File: src/rtl/mips_pkg.sv
// Shared MIPS encoding definitions: opcode map, instruction classes, encoder FSM
// states and the per-instruction field payload.
package mips_pkg;

   localparam int unsigned WORD_W = 32;
   localparam int unsigned OP_W   = 6;
   localparam int unsigned REG_W  = 5;
   localparam int unsigned FUNC_W = 6;
   localparam int unsigned IMM_W  = 16;
   localparam int unsigned TGT_W  = 26;

   localparam logic [OP_W-1:0] OP_RTYPE = 6'b000000;
   localparam logic [OP_W-1:0] OP_BEQ   = 6'b000100;
   localparam logic [OP_W-1:0] OP_ADDI  = 6'b001000;
   localparam logic [OP_W-1:0] OP_SLTI  = 6'b001010;
   localparam logic [OP_W-1:0] OP_LW    = 6'b100011;
   localparam logic [OP_W-1:0] OP_SW    = 6'b101011;
   localparam logic [OP_W-1:0] OP_J     = 6'b000010;
   localparam logic [OP_W-1:0] OP_JAL   = 6'b000011;

   typedef enum logic [2:0] {
      CLS_R    = 3'd0,
      CLS_BEQ  = 3'd1,
      CLS_ADDI = 3'd2,
      CLS_SLTI = 3'd3,
      CLS_LW   = 3'd4,
      CLS_SW   = 3'd5,
      CLS_J    = 3'd6,
      CLS_JAL  = 3'd7
   } instr_class_e;

   typedef enum logic [1:0] {
      ST_IDLE = 2'd0,
      ST_LOAD = 2'd1,
      ST_DONE = 2'd2
   } enc_state_e;

   typedef struct packed {
      instr_class_e        cls;
      logic [REG_W-1:0]    rs;
      logic [REG_W-1:0]    rt;
      logic [REG_W-1:0]    rd;
      logic [REG_W-1:0]    shamt;
      logic [FUNC_W-1:0]   funct;
      logic [IMM_W-1:0]    imm;
      logic [TGT_W-1:0]    target;
   } instr_fields_t;

   // Opcode for each instruction class; shared with the control decoder.
   function automatic logic [OP_W-1:0] class_opcode(input instr_class_e cls);
      logic [OP_W-1:0] op;
      case (cls)
         CLS_R:    op = OP_RTYPE;
         CLS_BEQ:  op = OP_BEQ;
         CLS_ADDI: op = OP_ADDI;
         CLS_SLTI: op = OP_SLTI;
         CLS_LW:   op = OP_LW;
         CLS_SW:   op = OP_SW;
         CLS_J:    op = OP_J;
         CLS_JAL:  op = OP_JAL;
         default:  op = OP_RTYPE;
      endcase
      return op;
   endfunction

endpackage

File: src/rtl/instr_field_pack.sv
// Combinational packer: instruction class plus field values into one 32-bit
// MIPS word (R, I or J format as selected by the class).
module instr_field_pack
   import mips_pkg::*;
(
   input  instr_fields_t       fields,
   output logic [WORD_W-1:0]   word_c
);

   logic [OP_W-1:0] op;

   always_comb begin
      op     = class_opcode(fields.cls);
      word_c = '0;
      case (fields.cls)
         CLS_R:
            word_c = {OP_RTYPE, fields.rs, fields.rt, fields.rd, fields.shamt, fields.funct};
         CLS_J, CLS_JAL:
            word_c = {op, fields.target};
         default:
            word_c = {op, fields.rs, fields.rt, fields.imm};
      endcase
   end

endmodule

File: src/rtl/instr_stream_encoder.sv
// Sequential MIPS instruction encoder / instruction-memory loader.
// Optional INSTR_ENC_CHECKSUM_EN adds checksum_o, the XOR of all words written this session.
module instr_stream_encoder
   import mips_pkg::*;
#(
   parameter logic [31:0] BASE_ADDR = 32'h0000_0000,
   parameter int unsigned DEPTH     = 32,
   localparam int unsigned CNT_W    = $clog2(DEPTH + 1)
)(
   input  logic                clk_i,
   input  logic                rst_i,
   input  logic                start_i,
   input  logic                in_valid_i,
   output logic                in_ready_o,
   input  logic [2:0]          in_class_i,
   input  logic                in_last_i,
   input  logic [REG_W-1:0]    rs_i,
   input  logic [REG_W-1:0]    rt_i,
   input  logic [REG_W-1:0]    rd_i,
   input  logic [REG_W-1:0]    shamt_i,
   input  logic [FUNC_W-1:0]   funct_i,
   input  logic [IMM_W-1:0]    imm_i,
   input  logic [TGT_W-1:0]    target_i,
   output logic                mem_we_o,
   output logic [WORD_W-1:0]   mem_addr_o,
   output logic [WORD_W-1:0]   mem_wdata_o,
   output logic [CNT_W-1:0]    count_o,
`ifdef INSTR_ENC_CHECKSUM_EN
   output logic [WORD_W-1:0]   checksum_o,
`endif
   output logic                done_o
);

   enc_state_e          state_q;
   enc_state_e          state_d;
   instr_fields_t       fields;
   logic [WORD_W-1:0]   word_c;
   logic [WORD_W-1:0]   addr_ptr_q;
   logic [CNT_W-1:0]    count_next_c;
   logic                accept_c;
   logic                last_word_c;
   logic                enter_load_c;

   assign fields = '{
      cls:    instr_class_e'(in_class_i),
      rs:     rs_i,
      rt:     rt_i,
      rd:     rd_i,
      shamt:  shamt_i,
      funct:  funct_i,
      imm:    imm_i,
      target: target_i
   };

   instr_field_pack u_pack (
      .fields (fields),
      .word_c (word_c)
   );

   // Ready is a pure state decode so it can never coincide with start_i handling.
   assign in_ready_o   = (state_q == ST_LOAD);
   assign accept_c     = in_valid_i & in_ready_o;
   assign count_next_c = count_o + CNT_W'(1);
   assign last_word_c  = in_last_i | (count_next_c == CNT_W'(DEPTH));

   always_ff @(posedge clk_i) begin
      if (rst_i) begin
         state_q <= ST_IDLE;
      end else begin
         state_q <= state_d;
      end
   end

   always_comb begin
      state_d      = state_q;
      enter_load_c = 1'b0;
      case (state_q)
         ST_IDLE, ST_DONE: begin
            if (start_i) begin
               state_d      = ST_LOAD;
               enter_load_c = 1'b1;
            end
         end
         ST_LOAD: begin
            if (accept_c && last_word_c) begin
               state_d = ST_DONE;
            end
         end
         default: state_d = ST_IDLE;
      endcase
   end

   // Write port, session pointer and word count; the final write lands alongside done_o.
   always_ff @(posedge clk_i) begin
      if (rst_i) begin
         mem_we_o    <= 1'b0;
         mem_addr_o  <= BASE_ADDR;
         mem_wdata_o <= '0;
         addr_ptr_q  <= BASE_ADDR;
         count_o     <= '0;
         done_o      <= 1'b0;
      end else begin
         mem_we_o <= accept_c;
         done_o   <= (state_d == ST_DONE);
         if (enter_load_c) begin
            addr_ptr_q <= BASE_ADDR;
            count_o    <= '0;
         end else if (accept_c) begin
            mem_addr_o  <= addr_ptr_q;
            mem_wdata_o <= word_c;
            addr_ptr_q  <= addr_ptr_q + 32'd4;
            count_o     <= count_next_c;
         end
      end
   end

`ifdef INSTR_ENC_CHECKSUM_EN
   // Running XOR tracks mem_wdata_o, so it updates on the same edge as the write.
   always_ff @(posedge clk_i) begin
      if (rst_i) begin
         checksum_o <= '0;
      end else if (enter_load_c) begin
         checksum_o <= '0;
      end else if (accept_c) begin
         checksum_o <= checksum_o ^ word_c;
      end
   end
`endif

endmodule

File: config.mk
export PLATFORM = sky130hd
export DESIGN_NAME = instr_stream_encoder
export DESIGN_NICKNAME = d
export VERILOG_FILES = /design/src/rtl/mips_pkg.sv /design/src/rtl/instr_field_pack.sv /design/src/rtl/instr_stream_encoder.sv
export SDC_FILE = /design/constraint.sdc
export NUM_CORES = 1
export LEC_CHECK = 0
export ABC_AREA = 0
export BUFFER_PORTS_ARGS = -buffer_cell sky130_fd_sc_hd__buf_2
export CORE_MARGIN = 2
export CORE_UTILIZATION = 45
export DETAILED_ROUTE_END_ITERATION = 12
export HOLD_SLACK_MARGIN = 0.12
export PLACE_DENSITY = 0.73
export SYNTH_ARGS = -nofsm -noshare
export SYNTH_HDL_FRONTEND = slang
export SYNTH_SLANG_ARGS = --single-unit
File: constraint.sdc
create_clock -name clk_i -period 5.54 [get_ports clk_i]
set_input_delay 0.277 -clock clk_i [delete_from_list [all_inputs] [get_ports clk_i]]
set_output_delay 0.277 -clock clk_i [all_outputs]
set_load 0.005 [all_outputs]
* Word-level counts from Yosys, hierarchy flattened
Memory sizes are Yosys's and may differ from the RTL's.
Index checks and enable logic that the tools add are counted.
** Storage, ports and cells
- Output and inout port bits :: 73
- Flip-flop bits (word level) :: 106
- Memories :: 1
- Memory bits (read-only) :: 40
- Input port bits :: 76
- Word-level logic and storage cells :: 32
** Cells by class
- Reductions and logical operators :: 7
- Equality and inequality tests :: 6
- $add $sub $neg :: 2
- Bitwise operators :: 3
- Muxes and demuxes :: 6
** Memory list
- (no name shown) :: words 8, bits a word 5, read ports 1, clocked after memory_dff 0, wr ports 0, line mips_pkg.sv:52 : case (cls)
** Operators with widths (number)
- case mux 32 bit (2 select lines) :: 1
- adder 32 x 3 -> 32 bit (second input constant) :: 1
- adder 6 x 1 -> 6 bit (second input constant) :: 1
- == test 3 bit (second input constant) :: 2
- == test 6 bit (second input constant) :: 1
- OR reduction 2 bit :: 3
- == test 2 bit (second input constant) :: 2
- 2-to-1 mux 2 bit :: 2
- case mux 2 bit (2 select lines) :: 1
- logical NOT 3 bit :: 1
- == test 2 x 1 -> 1 bit (second input constant) :: 1
- logical NOT 2 bit :: 1
- 2-to-1 mux 1 bit :: 2
- AND reduction 2 bit :: 1
- AND 1 bit :: 1
- logical AND 1 bit :: 1
- inverter 1 bit :: 1
- OR 1 bit :: 1

* Longest topological paths before layout
Gate-level depths: netlist of run 1.
- Depth after elaboration :: 7
- Depth in mapped cells :: 7
- Depth with buffers taken out :: 5

* Cells and area by module
Synthesis of run 1 repeated with hierarchy kept, for this count alone.
** Second synthesis, totals
- Cells, all modules :: 590
- Area total of the unflattened synthesis :: 4723.3 µm²
** By module, submodules not included
- instr_stream_encoder :: area each 4017.6 µm², seq. area each 2042.0 µm², times used 1, cells each 497
- instr_field_pack :: area each 705.7 µm², seq. area each 0.0 µm², times used 1, cells each 93

* Worst setup path before layout of run 1
No wires, ideal clock.
- Kind :: flip-flop to flip-flop
- From :: reg addr_ptr_q[2]
- To :: reg addr_ptr_q[28]
- Stages on the path, launching flop included :: 7
- Buffers on the path :: 1
- Data arrival time :: 1785 ps
- Slack :: 3684 ps
- Required time :: 5469 ps
- Setup time :: 71 ps
- Period minus slack after synthesis :: 1856 ps
- Cells stage by stage :: dfxtp_1 ha_1 and4b_1 clkbuf_1 nand4_1 or4_1 a21oi_1
** On the way
- Cells in the longest elaborated chain, start to end :: 1
** Ends and longest elaborated chain
- from (decl) :: line instr_stream_encoder.sv:38 : logic [WORD_W-1:0] addr_ptr_q;
- from (signal assigned) :: line instr_stream_encoder.sv:111 : addr_ptr_q <= addr_ptr_q + 32'd4;
- adder 32 x 3 -> 32 bit :: line instr_stream_encoder.sv:111
Every way passes these cells.
A chain may end at the register's enable or synchronous reset.

* Final worst setup path of run 1
- From :: reg addr_ptr_q[11]
- To :: reg addr_ptr_q[26]
The elaborated chain is that of the path after synthesis.

==> metrics, run 1 <==
worst reg2reg endpoint=addr_ptr_q[26]; Cell Pwr Density=263 nW/um2; RSZ-0062 raised after global routing=no; critical path class=register to register; R2R Path Start=addr_ptr_q[11]; post-route minimum period=roughly 2.2 ns; Cells after Synth=522; crit start category=register; # diodes=0; design area=5270 um2; worst-skew pair later-pin latency=0.37 ns; vias in the first global route=3863; largest net degree at the start of global routing=81; Synth cell types=44; Setup Skew=around 0.011 ns; core area=9240 um2; vias per inst=approximately 5.3; first-pass GRT wire length=17.5 mm; post-route setup slack=3.35 ns; worst-path maximum fanout=16; total track usage=21.3%; cell row count=35; hold depth=3; Synth Warn #=0; Worst Max-Slew Pin Slew=0.963 ns; Crit path required time=about 6 ns; Chip Height=102 um; destination of the worst hold path=mem_wdata_o[23]; status=complete, no violations; number of synthesized register bits=101; Max Cap Viol=0; Synth Flop Type=dfxtp_1; TNS Setup=0 ns; placed instance area=5050 um2; layout cells sized above 1=26.6%; # hold bufs at CTS=0; Initial DRT Pass Iterations=4; nets@finish=between 700 and 800; final weighted congestion in routability-driven placement=0.929; HPWL after DPL=between 7 and 8 mm; max-slew violation count=0; Initial Utilization=46.5%; CTS Buf Count=9; Hold WC Path Type=primary input to register; Place WS=about 3.3 ns; final hold vios=0; total setup buffers inserted after CTS=0; initial antenna violation count=0; First DRT Iteration DRCs=121; die width=102 um; Max clock buf depth=2; # DRC=0; P&R area growth vs syn=22.5%; Max Freq=0.457 GHz; Post-DRT Antenna Nets=0; fin crit share=a little under 40%; CTS resizes=0; wire length per cell=13.8 um; Final setup viols=0; grt total ovfl=0; Arr. time, crit path=between 2 and 2.5 ns; mean area per synthesized cell=8.24 um2; Hold Crit Start=target_i[23]; I/O Buffers=145; CTS H-Tree Depth=3; die area=10400 um2; Max VDD drop=139 uV; async set-or-reset flop fraction in the synthesized netlist=0%; Seq/Total Area, Yosys=47.0%; Clock Sinks=roughly 100; CTS Root Cell=clkbuf_8; reg-to-reg setup timing slack=3.35 ns; worst-case hold slack=0.159 ns; CTS tree=done; DR vias=4129; Slew Limit Headroom=35.4%; clk slew on worst S/H paths=0.09 ns; Worst Reg2Reg Path Length in Cells=4; CP endpoint kind=register; Leakage=2.12 nW; I/O pins=about 150; Mapped Area=4300 um2; Post-synth EDFFs=0; DRT Wirelength=10.7 mm
[per-layer routing]
layer | global-route usage, % | share of wire, % | up-vias | routed length (um)
met5 | 0 | 0 | - | 0
met4 | 7.17 | 2.0 | 0 | 214
met3 | 6.28 | 7.1 | 16 | 763
met2 | 36.4 | 49 | 129 | 5230
met1 | 25.5 | 42 | 1907 | 4490
li1 | - | - | 2077 | -
[worst max-delay path by stage]
stage,endpoint,depth (start not counted),start,slack [ns]
after CTS,addr_ptr_q[26],4,addr_ptr_q[11],3.35
final,addr_ptr_q[26],4,addr_ptr_q[11],3.35
after floorplan,addr_ptr_q[28],6,addr_ptr_q[2],3.68
after global routing,addr_ptr_q[28],4,addr_ptr_q[11],3.19
after global placement,mem_wdata_o[14],5,in_class_i[2],3.38
after detailed placement,mem_wdata_o[2],5,in_class_i[2],3.32
[state kept, by name, summed over array words and instances (netlist names)]
name         flops
addr_ptr_q      30
count_o          6
done_o           1
mem_addr_o      30
mem_wdata_o     31
mem_we_o         1
state_q          2
[power by group]
group          internal [W]  total (W)  switching [W]
Clock              0.000264   0.000507       0.000244
Combinational     0.0000525   0.000126      0.0000734
Sequential         0.000741   0.000751     0.00000966
Total               0.00106    0.00138       0.000327
[logic make-up after synthesis]
group,after synthesis,share of synthesized area (%)
AO/OA/AOI/OAI,111,16.6
XOR/XNOR,16,3.26
adder cells (fa/ha/maj),2,0.582
buffers and inverters,43,4.25
flip-flops,101,47.0
multiplexers,5,1.16
other,1,0.0872
AND/OR/NAND/NOR,243,27.1
[worst max-delay path, stage by stage, from the launching register on]
cell and delay, ns:
dfxtp_1 0.47, nand4_2 0.14, or4_1 0.78, or4_1 0.58, a21oi_1 0.14
[synth_stat cells, types with 5 or more instances]
master,count,area (um2)
o21ai_0,5,25.0
clkbuf_1,31,116
a21oi_1,65,325
nand2_1,103,387
nand3_1,13,65.1
or4_1,11,82.6
mux2i_1,5,50.1
o31ai_1,9,67.6
xnor2_1,7,61.3
nor4_1,6,37.5
nor2_1,49,184
xor2_1,9,78.8
nand4_1,7,43.8
or3_1,7,43.8
a221o_1,16,160
a311oi_1,11,96.3
dfxtp_1,101,2020
nor3_1,19,95.1
[placed cells by master (no fill, tap or decap), types with 2 or more instances in the layout]
cell type	instances
a211oi_1	2
a21o_1	2
a21oi_1	65
a221o_1	16
a311oi_1	11
and3_1	3
and4_1	3
buf_2	145
buf_4	3
bufinv_16	2
clkbuf_8	10
conb_1	3
dfxtp_1	101
ha_1	2
inv_1	3
mux2i_1	5
nand2_1	103
nand2b_1	2
nand3_1	13
nand3b_1	4
nand4_1	7
nor2_1	49
nor2b_1	3
nor3_1	18
nor4_1	6
nor4b_1	2
o21ai_0	5
o31ai_1	9
or3_1	7
or3_2	2
or4_1	11
xnor2_1	7
xor2_1	9
[stage by stage]
stage | power, W | instances | util (%)
finish | 0.00138 | 776 | 57.0
global route | 0.00145 | 776 | 57.0
CTS | 0.00140 | 776 | 57.0
detailed placement | 0.000894 | 761 | 54.7
global placement | 0.000891 | 761 | 54.7
floorplan | 0.000838 | 524 | -
[layout make-up]
| type | count | area (um2) |
|---|---|---|
| flip-flops and latches | 101 | 2020 |
| clock inverters | 4 | 72.6 |
| clock buffers | 11 | 141 |
| well taps | 129 | 161 |
| inverters | 3 | 11.3 |
| fillers | 867 | 3970 |
| repair buffers | 148 | 748 |
| multi-input cells | 380 | 2110 |
Note: power is estimated with default switching activity, not from simulation.
==> inputs of run 2 (changes only) <==
==> constraint.sdc (replaced) <==
create_clock -name clk_i -period 2.1 [get_ports clk_i]
set_input_delay 0.105 -clock clk_i [delete_from_list [all_inputs] [get_ports clk_i]]
set_output_delay 0.105 -clock clk_i [all_outputs]
set_load 0.005 [all_outputs]
==> metrics, run 2 (synthesis results as in run 1) <==
status=complete, no violations; CTS tree=done; total power=0.00386 W (+180%); Final setup viols=0 (unchanged); clk slew on worst S/H paths=0.09 ns (about the same); # diodes=0 (unchanged); Place WS=0.128 ns (-3.20 ns); Leakage=2.42 nW (+14%); Initial Utilization=46.5% (unchanged); layout cells sized above 1=26.9% (+0.30 points); grt total ovfl=0 (unchanged); Arr. time, crit path=2.33 ns (-0.15 ns); design area=5880 um2 (+12%); DR vias=4479 (+8.5%); CTS H-Tree Depth=3 (unchanged); Most flops, register=mem_wdata_o; I/O pins=149 (unchanged); Crit path required time=2.41 ns (-3.42 ns); Max Freq=0.496 GHz; first-pass GRT wire length=18.9 mm (+7.9%); max-slew violation count=0 (unchanged); I/O Buffers=145 (unchanged); HPWL after DPL=7.71 mm (+4.0%); # DRC=0 (unchanged); core area=9240 um2 (unchanged); non-filler cells, final=832 (+7.2%); crit start category=primary input; CP endpoint kind=register; CTS Buf Count=9 (unchanged); critical path class=primary input to register; vias per inst=5.38 (+1.2%); final hold vios=0 (unchanged); wire length per cell=14.6 um (+5.6%); placed insts=771 (+1.3%); cell row count=35 (unchanged); top flop regs=mem_wdata_o (31), addr_ptr_q (30), mem_addr_o (30); initial antenna violation count=0 (unchanged); Clock Sinks=101 (unchanged); Worst Reg2Reg Path Length in Cells=5 (+1); reg-to-reg setup timing slack=0.10 ns (-3.25 ns); post-route setup slack=0.0826 ns (-3.27 ns); Hold WC Path Type=primary input to register; commonest non-fill, non-tap cells in the layout=buf_2 (145), nand2_1 (103), dfxtp_1 (97), a21oi_1 (65), nor2_1 (49); DRT Wirelength=12.1 mm (+13%); vias in the first global route=4117 (+6.6%); Post-DRT Antenna Nets=0 (unchanged); P&R area growth vs syn=36.7%; worst-path maximum fanout=9 (-7); Cell Pwr Density=657 nW/um2 (+150%); hold depth=4 (+1); Max Cap Viol=0 (unchanged); First DRT Iteration DRCs=193 (+60%); Max VDD drop=311 uV (+120%); die width=102 um (unchanged); Setup Skew=0.0108 ns (+0.000156 ns); Worst Max-Slew Pin Slew=1.02 ns (+0.0583 ns); fin crit share=96.1%; Max clock buf depth=2 (unchanged); CTS Root Cell=clkbuf_8; die area=10400 um2 (unchanged); post-route minimum period=2.02 ns; final weighted congestion in routability-driven placement=0.811 (-13%); number of flip-flops in the largest register=31 (unchanged); Chip Height=102 um (unchanged); worst-case hold slack=0.164 ns (+0.00471 ns); Initial DRT Pass Iterations=6 (+2); largest net degree at the start of global routing=81 (unchanged); worst-skew pair later-pin latency=0.37 ns (about the same); nets@finish=778 (+7.9%); total track usage=23.2% (+1.9 points); most common cell after layout, fill and taps aside=buf_2; placed instance area=5150 um2 (+2.0%); Slew Limit Headroom=31.6% (-3.8 points)
[run 2: final cells by class]
type	count	area, um2
inverters	3	11.3
flip-flops and latches	101	2030
clock buffers	10	138
clock inverters	4	97.6
multi-input cells	380	2110
well taps	129	161
repair buffers	205	1340
fillers	752	3360
[run 2: timing repair]
item | CTS | global route
gates resized for setup | 0 | 5
buffers inserted | 0 | 2
hold endpoints to repair | 33 | 0
setup endpoints to repair | 0 | 8
hold buffers | 44 | 0
[run 2: worst paths after layout]
path | startpoint | to
hold reg to reg | mem_addr_o[25] | mem_addr_o[25]
hold / removal | shamt_i[0] | mem_wdata_o[6]
setup reg to reg | addr_ptr_q[13] | addr_ptr_q[28]
setup / recovery | in_class_i[1] | mem_wdata_o[29]
[run 2: per-layer routing]
metal	global-route usage, %	up-vias	part of all wire (%)
li1	-	2187	-
met1	27.3	2079	41
met2	38.9	180	49
met3	5.87	33	6.7
met4	12.0	0	3.4
met5	0	-	0
[run 2: metrics by stage]
step | setup TNS, ns | utilization [%]
finish | 0 | 63.6
detailed placement | 0 | 55.8
global route | -0.00341 | 63.6
global placement | 0 | 55.8
floorplan | 0 | -
CTS | 0 | 63.1
[run 2: critical path, stage by stage]
cell and delay, ns:
dlygate4sd3_1 0.54, buf_2 0.17, nand3b_1 0.15, dlygate4sd3_1 0.56, a311oi_1 0.23, dlygate4sd3_1 0.57
[run 2: power breakdown]
| part | switching, W | internal [W] | leakage, nW |
|---|---|---|---|
| Clock | 0.000644 | 0.000811 | 0.114 |
| Sequential | 0.0000246 | 0.00195 | 0.819 |
| Combinational | 0.000220 | 0.000210 | 1.49 |
| Total | 0.000888 | 0.00298 | 2.42 |
